**src/rtl/mem_arbiter_if.sv**
```systemverilog
// Bus bundle for mem_arbiter: CPU port, DMA port and the shared memory side.
// The arbiter uses the slave modport; requesters/memory use master.
interface mem_arbiter_if #(
    parameter int AW = 32,
    parameter int DW = 32
);
    logic          cpu_req;
    logic          cpu_we;
    logic [AW-1:0] cpu_addr;
    logic [DW-1:0] cpu_wdata;
    logic [DW-1:0] cpu_rdata;
    logic          cpu_ready;

    logic          dma_req;
    logic          dma_we;
    logic [AW-1:0] dma_addr;
    logic [DW-1:0] dma_wdata;
    logic [DW-1:0] dma_rdata;
    logic          dma_ready;

    logic [AW-1:0] mem_addr;
    logic          mem_we;
    logic [DW-1:0] mem_wdata;
    logic [DW-1:0] mem_rdata;
    logic          owner;

    modport slave (
        input  cpu_req, cpu_we, cpu_addr, cpu_wdata,
        input  dma_req, dma_we, dma_addr, dma_wdata,
        input  mem_rdata,
        output cpu_rdata, cpu_ready, dma_rdata, dma_ready,
        output mem_addr, mem_we, mem_wdata, owner
    );

    modport master (
        output cpu_req, cpu_we, cpu_addr, cpu_wdata,
        output dma_req, dma_we, dma_addr, dma_wdata,
        output mem_rdata,
        input  cpu_rdata, cpu_ready, dma_rdata, dma_ready,
        input  mem_addr, mem_we, mem_wdata, owner
    );
endinterface

```
**src/rtl/mem_arbiter.sv**
```systemverilog
// Two-port (CPU / DMA) arbiter for the unified core memory: IDLE -> ACCESS -> DONE.
// Define MEM_ARB_ROUND_ROBIN_EN for round-robin ties; otherwise the CPU wins ties.
module mem_arbiter #(
    parameter int AW      = 32,
    parameter int DW      = 32,
    parameter int MEM_LAT = 1
) (
    input  logic          clk,
    input  logic          rst,
    mem_arbiter_if.slave  bus
);
    typedef enum logic [1:0] {IDLE, ACCESS, DONE} state_t;

    localparam logic [3:0] CNT_LAST = 4'(MEM_LAT - 1);

    state_t     state_q;
    logic [3:0] cnt_q;
    logic       we_q;
    logic       gnt_d;
`ifdef MEM_ARB_ROUND_ROBIN_EN
    logic       last_q;
`endif

    // Winner of this IDLE cycle: 0 = CPU, 1 = DMA.
    always_comb begin
        gnt_d = bus.dma_req & ~bus.cpu_req;
`ifdef MEM_ARB_ROUND_ROBIN_EN
        if (bus.cpu_req && bus.dma_req) gnt_d = ~last_q;
`endif
    end

    always_ff @(posedge clk or posedge rst) begin
        if (rst) begin
            state_q       <= IDLE;
            cnt_q         <= '0;
            we_q          <= 1'b0;
            bus.mem_we    <= 1'b0;
            bus.mem_addr  <= {AW{1'b0}};
            bus.mem_wdata <= {DW{1'b0}};
            bus.cpu_ready <= 1'b0;
            bus.dma_ready <= 1'b0;
            bus.cpu_rdata <= {DW{1'b0}};
            bus.dma_rdata <= {DW{1'b0}};
            bus.owner     <= 1'b0;
`ifdef MEM_ARB_ROUND_ROBIN_EN
            last_q        <= 1'b1;
`endif
        end else begin
            bus.cpu_ready <= 1'b0;
            bus.dma_ready <= 1'b0;
            bus.mem_we    <= 1'b0;
            case (state_q)
                IDLE: begin
                    if (bus.cpu_req || bus.dma_req) begin
                        bus.owner     <= gnt_d;
                        we_q          <= gnt_d ? bus.dma_we    : bus.cpu_we;
                        bus.mem_we    <= gnt_d ? bus.dma_we    : bus.cpu_we;
                        bus.mem_addr  <= gnt_d ? bus.dma_addr  : bus.cpu_addr;
                        bus.mem_wdata <= gnt_d ? bus.dma_wdata : bus.cpu_wdata;
                        cnt_q         <= '0;
                        state_q       <= ACCESS;
`ifdef MEM_ARB_ROUND_ROBIN_EN
                        last_q        <= gnt_d;
`endif
                    end
                end
                ACCESS: begin
                    cnt_q <= cnt_q + 4'd1;
                    // Last access cycle: read data is valid now, ready shows in DONE.
                    if (cnt_q == CNT_LAST) begin
                        state_q <= DONE;
                        if (bus.owner) begin
                            bus.dma_ready <= 1'b1;
                            if (!we_q) bus.dma_rdata <= bus.mem_rdata;
                        end else begin
                            bus.cpu_ready <= 1'b1;
                            if (!we_q) bus.cpu_rdata <= bus.mem_rdata;
                        end
                    end
                end
                DONE:    state_q <= IDLE;
                default: state_q <= IDLE;
            endcase
        end
    end
endmodule

```
**src/flat_wrapper.sv**
```systemverilog
// flat-port wrapper written by rule: the top's interface ports become plain ports
module mem_arbiter_flat 
#(
    parameter int AW      = 32,
    parameter int DW      = 32,
    parameter int MEM_LAT = 1
)
  (clk, rst, bus_cpu_req, bus_cpu_we, bus_cpu_addr, bus_cpu_wdata, bus_dma_req, bus_dma_we, bus_dma_addr, bus_dma_wdata, bus_mem_rdata, bus_cpu_rdata, bus_cpu_ready, bus_dma_rdata, bus_dma_ready, bus_mem_addr, bus_mem_we, bus_mem_wdata, bus_owner);
  mem_arbiter_if #(.AW(AW), .DW(DW)) bus_i ();
  input  logic clk;
  input  logic rst;
  input wire logic [$bits(bus_i.cpu_req)-1:0] bus_cpu_req;
  input wire logic [$bits(bus_i.cpu_we)-1:0] bus_cpu_we;
  input wire logic [$bits(bus_i.cpu_addr)-1:0] bus_cpu_addr;
  input wire logic [$bits(bus_i.cpu_wdata)-1:0] bus_cpu_wdata;
  input wire logic [$bits(bus_i.dma_req)-1:0] bus_dma_req;
  input wire logic [$bits(bus_i.dma_we)-1:0] bus_dma_we;
  input wire logic [$bits(bus_i.dma_addr)-1:0] bus_dma_addr;
  input wire logic [$bits(bus_i.dma_wdata)-1:0] bus_dma_wdata;
  input wire logic [$bits(bus_i.mem_rdata)-1:0] bus_mem_rdata;
  output wire logic [$bits(bus_i.cpu_rdata)-1:0] bus_cpu_rdata;
  output wire logic [$bits(bus_i.cpu_ready)-1:0] bus_cpu_ready;
  output wire logic [$bits(bus_i.dma_rdata)-1:0] bus_dma_rdata;
  output wire logic [$bits(bus_i.dma_ready)-1:0] bus_dma_ready;
  output wire logic [$bits(bus_i.mem_addr)-1:0] bus_mem_addr;
  output wire logic [$bits(bus_i.mem_we)-1:0] bus_mem_we;
  output wire logic [$bits(bus_i.mem_wdata)-1:0] bus_mem_wdata;
  output wire logic [$bits(bus_i.owner)-1:0] bus_owner;
  assign bus_i.cpu_req = bus_cpu_req;
  assign bus_i.cpu_we = bus_cpu_we;
  assign bus_i.cpu_addr = bus_cpu_addr;
  assign bus_i.cpu_wdata = bus_cpu_wdata;
  assign bus_i.dma_req = bus_dma_req;
  assign bus_i.dma_we = bus_dma_we;
  assign bus_i.dma_addr = bus_dma_addr;
  assign bus_i.dma_wdata = bus_dma_wdata;
  assign bus_i.mem_rdata = bus_mem_rdata;
  assign bus_cpu_rdata = bus_i.cpu_rdata;
  assign bus_cpu_ready = bus_i.cpu_ready;
  assign bus_dma_rdata = bus_i.dma_rdata;
  assign bus_dma_ready = bus_i.dma_ready;
  assign bus_mem_addr = bus_i.mem_addr;
  assign bus_mem_we = bus_i.mem_we;
  assign bus_mem_wdata = bus_i.mem_wdata;
  assign bus_owner = bus_i.owner;
  mem_arbiter #(.AW(AW), .DW(DW), .MEM_LAT(MEM_LAT)) u_core (.clk(clk), .rst(rst), .bus(bus_i));
endmodule
```
**config.mk**
```make
export PLATFORM = sky130hd
export DESIGN_NAME = mem_arbiter_flat
export DESIGN_NICKNAME = d
export VERILOG_FILES = /design/src/rtl/mem_arbiter_if.sv /design/src/rtl/mem_arbiter.sv /design/src/flat_wrapper.sv
export SDC_FILE = /design/constraint.sdc
export NUM_CORES = 1
export LEC_CHECK = 0
export ABC_AREA = 1
export CORE_MARGIN = 8
export CORE_UTILIZATION = 43
export DETAILED_ROUTE_END_ITERATION = 10
export PLACE_DENSITY = 0.8
export SLEW_MARGIN = 40
export SYNTH_ARGS = -nofsm -noshare
export SYNTH_HDL_FRONTEND = slang
export SYNTH_SLANG_ARGS = --single-unit
```
**constraint.sdc**
```tcl
create_clock -name clk -period 6.2 [get_ports clk]
set_input_delay 1.24 -clock clk [delete_from_list [all_inputs] [get_ports clk]]
set_output_delay 1.24 -clock clk [all_outputs]
set_load 0.005 [all_outputs]
```
### Yosys cells after proc, flatten, opt, wreduce, memory -nomap -nowiden

Cells that the tools add are included.

* register bits after elaboration: 139
* bits of input ports: 166
* output and inout port bits: 132
* word-level logic and storage cells: 44

* add/subtract/negate cells: 1
* equality and inequality tests: 3
* mux-type cells: 16
* bitwise gates (word level): 4
* reduce and logical (&&, ||, !) cells: 9

Operator list (count)
* $mux 32: 2
* $mux 1: 9
* $pmux 4 s2: 1
* $reduce_and 4->1: 2
* $reduce_and 2->1: 3
* $add 4x1->4 const B: 1
* $logic_not 4->1: 1
* $mux 2: 2
* $mux 4: 1
* $ne 2x1->1 const B: 2
* $pmux 2 s2: 1
* $not 1->1: 3
* $eq 2x1->1 const B: 1
* $logic_not 2->1: 1
* $reduce_bool 2->1: 1
* $and 1x1->1: 1
* $logic_or 1x1->1: 1

### Depth between registers and ports, before layout

Gate-level depths: netlist of run 1.

* depth after elaboration: 5
* mapped depth: 8
* mapped depth without buffers: 6

### Least setup slack after synthesis of run 1

Ideal clock, no wire load.

* path type: input port to flip-flop
* start point: input port bus_cpu_req
* end point: register u_core.bus.mem_addr[29]
* library setup time: 116 ps
* arrival time: 1944 ps
* data required time: 6084 ps
* path slack: 4140 ps
* stages on the path: 6
* path buffers: 2
* cells stage by stage: o21ai_2 -> inv_2 -> buf_4 -> buf_4 -> nand2_1 -> nand2_1

* cells in the longest elaborated chain, start to end: 3
* elaborated cells between the ends (all ways): 5
* classes of those cells: mux: 1; bitwise: 2; reduce/logical: 2

RTL lines
* start, declared: line flat_wrapper.sv:12 `input wire logic [$bits(bus_i.cpu_req)-1:0] bus_cpu_req;`
* $not 1->1: line mem_arbiter.sv:26 `gnt_d = bus.dma_req & ~bus.cpu_req;`
* $and 1x1->1: line mem_arbiter.sv:26
* $mux 32: line mem_arbiter.sv:58 `bus.mem_addr <= gnt_d ? bus.dma_addr : bus.cpu_addr;`
* end signal, assigned: line mem_arbiter.sv:38 `bus.mem_addr <= {AW{1'b0}};`
* end signal, assigned: line mem_arbiter.sv:58
* end, declared: line mem_arbiter_if.sv:32 `output mem_addr, mem_we, mem_wdata, owner`

Several ways; a longest one is shown, not always the timed one.
A chain may end at the register's enable or synchronous reset.

### Final worst setup path of run 1

* start point: input port bus_dma_req
* end point: register u_core.we_q

* cells in the longest elaborated chain, start to end: 2
* elaborated cells between the ends (all ways): 4
* classes of those cells: mux: 1; bitwise: 1; reduce/logical: 2

RTL lines
* start, declared: line flat_wrapper.sv:16 `input wire logic [$bits(bus_i.dma_req)-1:0] bus_dma_req;`
* $and 1x1->1 / $logic_or 1x1->1 (equally long branches): line mem_arbiter.sv:26, mem_arbiter.sv:54
* $mux 1 / $reduce_and 2->1 (equally long branches)
* end signal, assigned: line mem_arbiter.sv:56 `we_q <= gnt_d ? bus.dma_we : bus.cpu_we;`
* end, declared: line mem_arbiter.sv:18 `logic we_q;`

Several ways; a longest one is shown, not always the timed one.

==> flow_summary_export.csv, run 1 <==
group,metric,value,unit
setup_path,worstPathMaxFanout,72,
grt,grt_pass1_vias,6442,
final_layout,diodes,0,
die,fp.dieW,141.9,µm
setup_path,startpoint,"bus_dma_req",
grt,gr-total-overflow,0,
timing,rsz0062_at_grt,"no",
grt,grt_max_degree,86,
drt,dr_wl_met3,2346,µm
drt,drc,0,
logic_synthesis,syn_area_per_cell,7.704,µm²
grt,antenna_found_initial,0,
logic_synthesis,yosysWarnings,0,
cts,cts_buffer_depth,2,
timing,finalCritPeriodShare,48.14,%
die,fp-row-count,46,
final_layout,final_nets,1319,
min_path,hold_class,"register to register",
setup_path,required,6.51,ns
logic_synthesis,syn_inst,884,
cts,clk_pin_slew_worst_paths,0.06,ns
power,p_total,4.767,mW
die,core_area,15660,µm²
logic_synthesis,yosysTopAreaCellShare,51.07,%
drt,viasPerCell,4.712,
cts,clkLatencyLatePin,0.42,ns
cts,cts.sinks,139,
grt,grt_pass1_wl,35030,µm
logic_synthesis,ys_ff_latch,139,
drt,met2_length,10500,µm
logic_synthesis,synth_cell_type_count,20,
power,pwr_density_cell,459.2,nW/µm²
cts,cts_tree,"built",
die,die_area,20120,µm²
setup_path,critPathLaunchType,"primary input",
run_status,outcome,"completed",
final_layout,fin_cells,1380,
drt,wl_per_cell,16.04,µm
power,ir_drop,0.0003432,V
timing,hold_violations,0,
flow_run,cap_violations,0,
logic_synthesis,synth_nets,1052,
die,io_pins,298,
drt,first_pass_iters,5,
placed_design,dp_hpwl,15530,µm
placed_design,io_buffers,297,
timing,fin_crit,2.984,ns
timing,fin_tns_setup,0,ns
grt,track_usage,22.31,%
drt,maxUsedRoutingLayer,"met4",
logic_synthesis,yosysSeqAreaShare,51.07,%
placed_design,dp.cells,1348,
logic_synthesis,syn-cell-area,6810,µm²
setup_path,cp_data_arrival_time,3.29,ns
cts,post-cts-setup-buffer-count,0,
drt,drtAntennaViolNets,0,
cts,cts_made_buffers,17,
drt,finalWirelength,22130,µm
cts,cts_hold_buf,0,
drt,vias,6503,
final_layout,syn_to_final_growth,52.42,%
timing,slew_violations,0,
die,start_util,43.50,%
timing,finClkSkew,0.005818,ns
cts,clock-root-buffer,"clkbuf_16",
timing,slew_headroom,46.10,%
placed_design,gp_congestion,0.8000,
logic_synthesis,netlist.top_cell.by_area,"dfrtp_1",
setup_path,endpoint_kind,"register",
timing,tightest_slew,0.8066,ns
power,leakagePower,5.158,nW
final_layout,layout-drive-gt1-share,4.296,%
drt,wl_met1,8793,µm
timing,max_freq,335.1,MHz
logic_synthesis,synth.area.top_cells,"dfrtp_1, nand2_1, o21bai_1, nand3_1, inv_1",
min_path,hp-start,"u_core.bus.mem_addr[21]$_DFFE_PP0P_",
setup_path,crit_type,"primary input to register",
setup_path,r2r-start,"u_core.we_q$_DFFE_PP0P_",
timing,setup_viol,0,
cts,cts_resized,0,
cts,h-tree-depth,4,
die,dieHeight,141.9,µm
drt,drtIter0Drc,331,
[metrics by stage]
step                area (µm²)  util [%]  hold WS [ns]  setup WS [ns]
floorplan                 6810         -        0.4497          1.235
global placement          9787     62.52        0.4610          2.552
detailed placement        9789     62.53        0.4644          2.812
CTS                      10380     66.29        0.4800          3.253
global route             10380     66.30        0.4887          3.002
finish                   10380     66.30        0.4745          3.216
[cells in the mapped netlist]
master	instances
dfrtp_1	139
nor3_1	1
nand2_1	464
nand3b_4	1
buf_6	6
buf_2	32
buf_4	7
o21ai_2	1
nand3_4	2
ha_1	2
inv_1	73
inv_2	2
or2_2	1
clkbuf_1	9
nand3_1	67
nor2_1	4
o21bai_1	64
o21ai_0	3
o21ai_1	3
nor2_4	3
[worst paths after layout]
kind	cells past startpoint	to	slack (ns)
max in group asynchronous	3	u_core.bus.cpu_rdata[5]$_DFFE_PP0P_	3.77
min in group asynchronous	2	u_core.bus.mem_addr[19]$_DFFE_PP0P_	1.30
worst max-delay path	7	u_core.we_q$_DFFE_PP0P_	3.22
worst min-delay path	2	u_core.bus.mem_addr[21]$_DFFE_PP0P_	0.47
worst min register to register	2	u_core.bus.mem_addr[21]$_DFFE_PP0P_	0.47
worst max register to register	4	u_core.bus.cpu_rdata[4]$_DFFE_PP0P_	3.82
[state kept, by name, indices dropped and copies added (netlist names)]
signal / flops
u_core.bus.cpu_rdata: 32
u_core.bus.cpu_ready: 1
u_core.bus.dma_rdata: 32
u_core.bus.dma_ready: 1
u_core.bus.mem_addr: 32
u_core.bus.mem_wdata: 32
u_core.bus.mem_we: 1
u_core.bus.owner: 1
u_core.cnt_q: 4
u_core.state_q: 2
u_core.we_q: 1
[layer usage]
| layer | global-route usage, % | up-vias |
|---|---|---|
| met5 | 0 | - |
| li1 | - | 3231 |
| met4 | 8.366 | 0 |
| met1 | 26.93 | 2953 |
| met2 | 35.66 | 285 |
| met3 | 8.333 | 34 |
[power breakdown]
| group | switching (mW) | internal [mW] |
|---|---|---|
| logic | 1.02 | 1.14 |
| registers | 0.257 | 1.35 |
| clock network | 0.385 | 0.619 |
[layout by cell type, fill, tap and decap left out, types with 2 or more instances in the layout]
cell / netlist / layout
clkinvlp_4: 0 / 3
buf_4: 7 / 5
nor2_1: 4 / 4
clkinv_2: 0 / 6
clkbuf_16: 0 / 17
nor2_4: 3 / 3
ha_1: 2 / 2
inv_1: 73 / 72
clkbuf_8: 0 / 3
o21ai_1: 3 / 3
bufinv_16: 0 / 2
nand3_1: 67 / 67
clkdlybuf4s50_1: 0 / 296
dfrtp_1: 139 / 139
o21ai_0: 3 / 3
o21bai_1: 64 / 64
nand3_4: 2 / 2
nand2_1: 464 / 463
[cell type report]
class                      instances  area (µm²)
timing repair buffer             302        3005
sequential                       139        3478
inverter                          75       291.5
clock inverter                    12       121.4
clock buffer                      20       466.7
tap                              216       270.3
multi-input combinational        616        2746
fill                            1336        5275
[cell families (layout without fill, tap and decap cells)]
group	Yosys count	count (layout)	share of synthesized area (%)
AOI/OAI and AO/OA	71	71	7.624
adders and majority gates	2	2	0.3674
buffers and inverters	129	409	8.745
DFF	139	139	51.07
and+or+nand+nor	543	543	32.19
[worst max-delay path, stage by stage]
cell and delay, ns:
buf_2 0.09, buf_4 0.33, o21ai_4 0.20, buf_4 0.62, inv_4 0.43, nand2_1 0.22, nand2_1 0.06
Power figures use the tool's default switching activity.
==> run 2, diff against run 1 <==
==> constraint.sdc (replaced) <==
create_clock -name clk -period 2.8 [get_ports clk]
set_input_delay 0.56 -clock clk [delete_from_list [all_inputs] [get_ports clk]]
set_output_delay 0.56 -clock clk [all_outputs]
set_load 0.005 [all_outputs]
==> run 2 against run 1 <==
  * Critical path depth fell by 6
  * Combinational power rose by 130%
  * Largest cell class unchanged
  * Count of clock-buffer cells in the layout up 4
  * Wire length decreased by 0.41%
  * Power is 120% higher
  * Register-to-register slack lost 2.9 ns
  * Setup slack got worse by 2.4 ns
  * Critical path type is now register to output pin
  * Sequential power up 120%
  * Sequential share of layout area fell by 0.32 points
  * Cell area up 0.96%
  * Hold slack hardly changed
==> flow_summary_export.csv, run 2 (synthesis results as in run 1) <==
group,metric,value,unit
run_status,outcome,"completed",
timing,max_freq,509.5,MHz
die,io_pins,298,
timing,slew_headroom,45.84,%
setup_path,critPathLaunchType,"register",
cts,cts_hold_buf,0,
setup_path,critPathSlowestCell,"clkdlybuf4s50_1",
placed_design,io_buffers,297,
grt,gr-total-overflow,0,
cts,cts_made_buffers,17,
drt,vias,6482,
power,ir_drop,0.0005959,V
placed_design,gp_congestion,0.8411,
timing,rsz0062_at_grt,"no",
timing,hold_violations,0,
drt,wl_per_cell,15.90,µm
setup_path,cp_data_arrival_time,1.40,ns
placed_design,dp_hpwl,15970,µm
cts,cts_tree,"built",
cts,h-tree-depth,4,
drt,first_pass_iters,4,
cts,clock-root-buffer,"clkbuf_16",
die,fp.dieW,141.9,µm
setup_path,endpoint_kind,"output pin",
die,die_area,20120,µm²
power,pwr_density_cell,1020,nW/µm²
timing,finalCritPeriodShare,70.10,%
final_layout,final_common_cell,"nand2_1",
setup_path,critPathMaxStageDelay,0.57,ns
drt,drc,0,
setup_path,crit_chain,"clkdlybuf4s50_1",
die,fp-row-count,46,
setup_path,worstPathMaxFanout,4,
die,start_util,43.50,%
setup_path,path_buf_inv,1,
setup_path,cpLargestDelayFamily,"buffers and inverters",
final_layout,layout-drive-gt1-share,4.530,%
setup_path,crit_type,"register to output pin",
setup_path,required,2.24,ns
drt,drtAntennaViolNets,0,
grt,grt_pass1_vias,6573,
timing,fin_tns_setup,0,ns
final_layout,diodes,0,
cts,post-cts-setup-buffer-count,0,
timing,finClkSkew,0.008136,ns
timing,slew_violations,0,
cts,cts.sinks,139,
cts,clkLatencyLatePin,0.40,ns
drt,drtIter0Drc,370,
grt,grt_max_degree,140,
grt,track_usage,21.98,%
final_layout,final_cell_mix,"nand2_1, clkdlybuf4s50_1, dfrtp_1, inv_1, nand3_1",
drt,finalWirelength,22040,µm
grt,antenna_found_initial,0,
cts,cts_buffer_depth,2,
die,dieHeight,141.9,µm
cts,clk_pin_slew_worst_paths,0.06,ns
final_layout,final_nets,1326,
die,core_area,15660,µm²
placed_design,pre_cts_ws,0.7381,ns
timing,hold_slack,0.4748,ns
power,leakagePower,5.207,nW
timing,setup_viol,0,
grt,grt_pass1_wl,34560,µm
min_path,hold_class,"register to register",
timing,tightest_slew,0.8104,ns
timing,setup_slack,0.8373,ns
final_layout,syn_to_final_growth,53.89,%
cts,cts_resized,0,
flow_run,cap_violations,0,
drt,viasPerCell,4.677,
timing,fin_crit,1.963,ns
## run 2: cell count changes in the layout (fill, tap and decap cells not counted)
cell	previous run	this run
buf_4	5	9
buf_12	0	3
clkbuf_1	0	3
clkinv_2	6	3
bufinv_16	2	3
clkbuf_8	3	4
clkinv_4	1	0
clkinvlp_4	3	2
inv_2	1	2
inv_4	1	0
inv_8	1	0
## run 2: through the flow
| step | cells | util, % | power, mW | area, µm² |
|---|---|---|---|---|
| 2_1_floorplan | 884 | - | 5.696 | 6814 |
| 3_3_place_gp | 1355 | 63.08 | 8.371 | 9876 |
| 3_5_place_dp | 1355 | 63.08 | 8.484 | 9876 |
| 4_1_cts | 1386 | 66.94 | 10.83 | 10480 |
| 5_1_grt | 1386 | 66.94 | 11.44 | 10480 |
| 6_report | 1386 | 66.94 | 10.69 | 10480 |
## run 2: worst paths after layout
check | cells past startpoint | slack, ns | from | endpoint
min in group asynchronous | 3 | 0.74 | rst | u_core.bus.mem_addr[0]$_DFFE_PP0P_
worst min-delay path | 2 | 0.47 | u_core.bus.mem_wdata[27]$_DFFE_PP0P_ | u_core.bus.mem_wdata[27]$_DFFE_PP0P_
worst max-delay path | 1 | 0.84 | u_core.bus.owner$_DFFE_PP0P_ | bus_owner
worst max register to register | 6 | 0.96 | u_core.cnt_q[0]$_DFFE_PP0P_ | u_core.bus.dma_rdata[7]$_DFFE_PP0P_
worst min register to register | 2 | 0.47 | u_core.bus.mem_wdata[27]$_DFFE_PP0P_ | u_core.bus.mem_wdata[27]$_DFFE_PP0P_
max in group asynchronous | 3 | 1.54 | rst | u_core.we_q$_DFFE_PP0P_
## run 2: report_power, final
| group | total, mW | internal, mW | switching (mW) |
|---|---|---|---|
| clock | 2.28 | 1.49 | 0.797 |
| combinational | 4.87 | 2.59 | 2.28 |
| sequential | 3.53 | 2.98 | 0.551 |
## run 2: final cells by class
class | instances | area, µm²
Inverter | 75 | 285.3
Timing Repair Buffer | 309 | 3095
Multi-Input combinational cell | 616 | 2746
Fill cell | 1374 | 5175
Clock buffer | 24 | 491.7
Sequential cell | 139 | 3478
Tap cell | 216 | 270.3
Clock inverter | 7 | 112.6
## run 2: tightest hold or removal path: stages, from the launching register on
cell     delay, ns
dfrtp_1       0.34
nand2_1       0.05
nand2_1       0.05
## run 2: metal layers
| metal | wire length [µm] | up-vias | track usage (%) |
|---|---|---|---|
| met4 | 606 | 0 | 9.610 |
| met5 | 0 | - | 0 |
| met1 | 8839 | 2942 | 25.42 |
| li1 | - | 3244 | - |
| met3 | 2146 | 34 | 8.468 |
| met2 | 10450 | 262 | 35.69 |
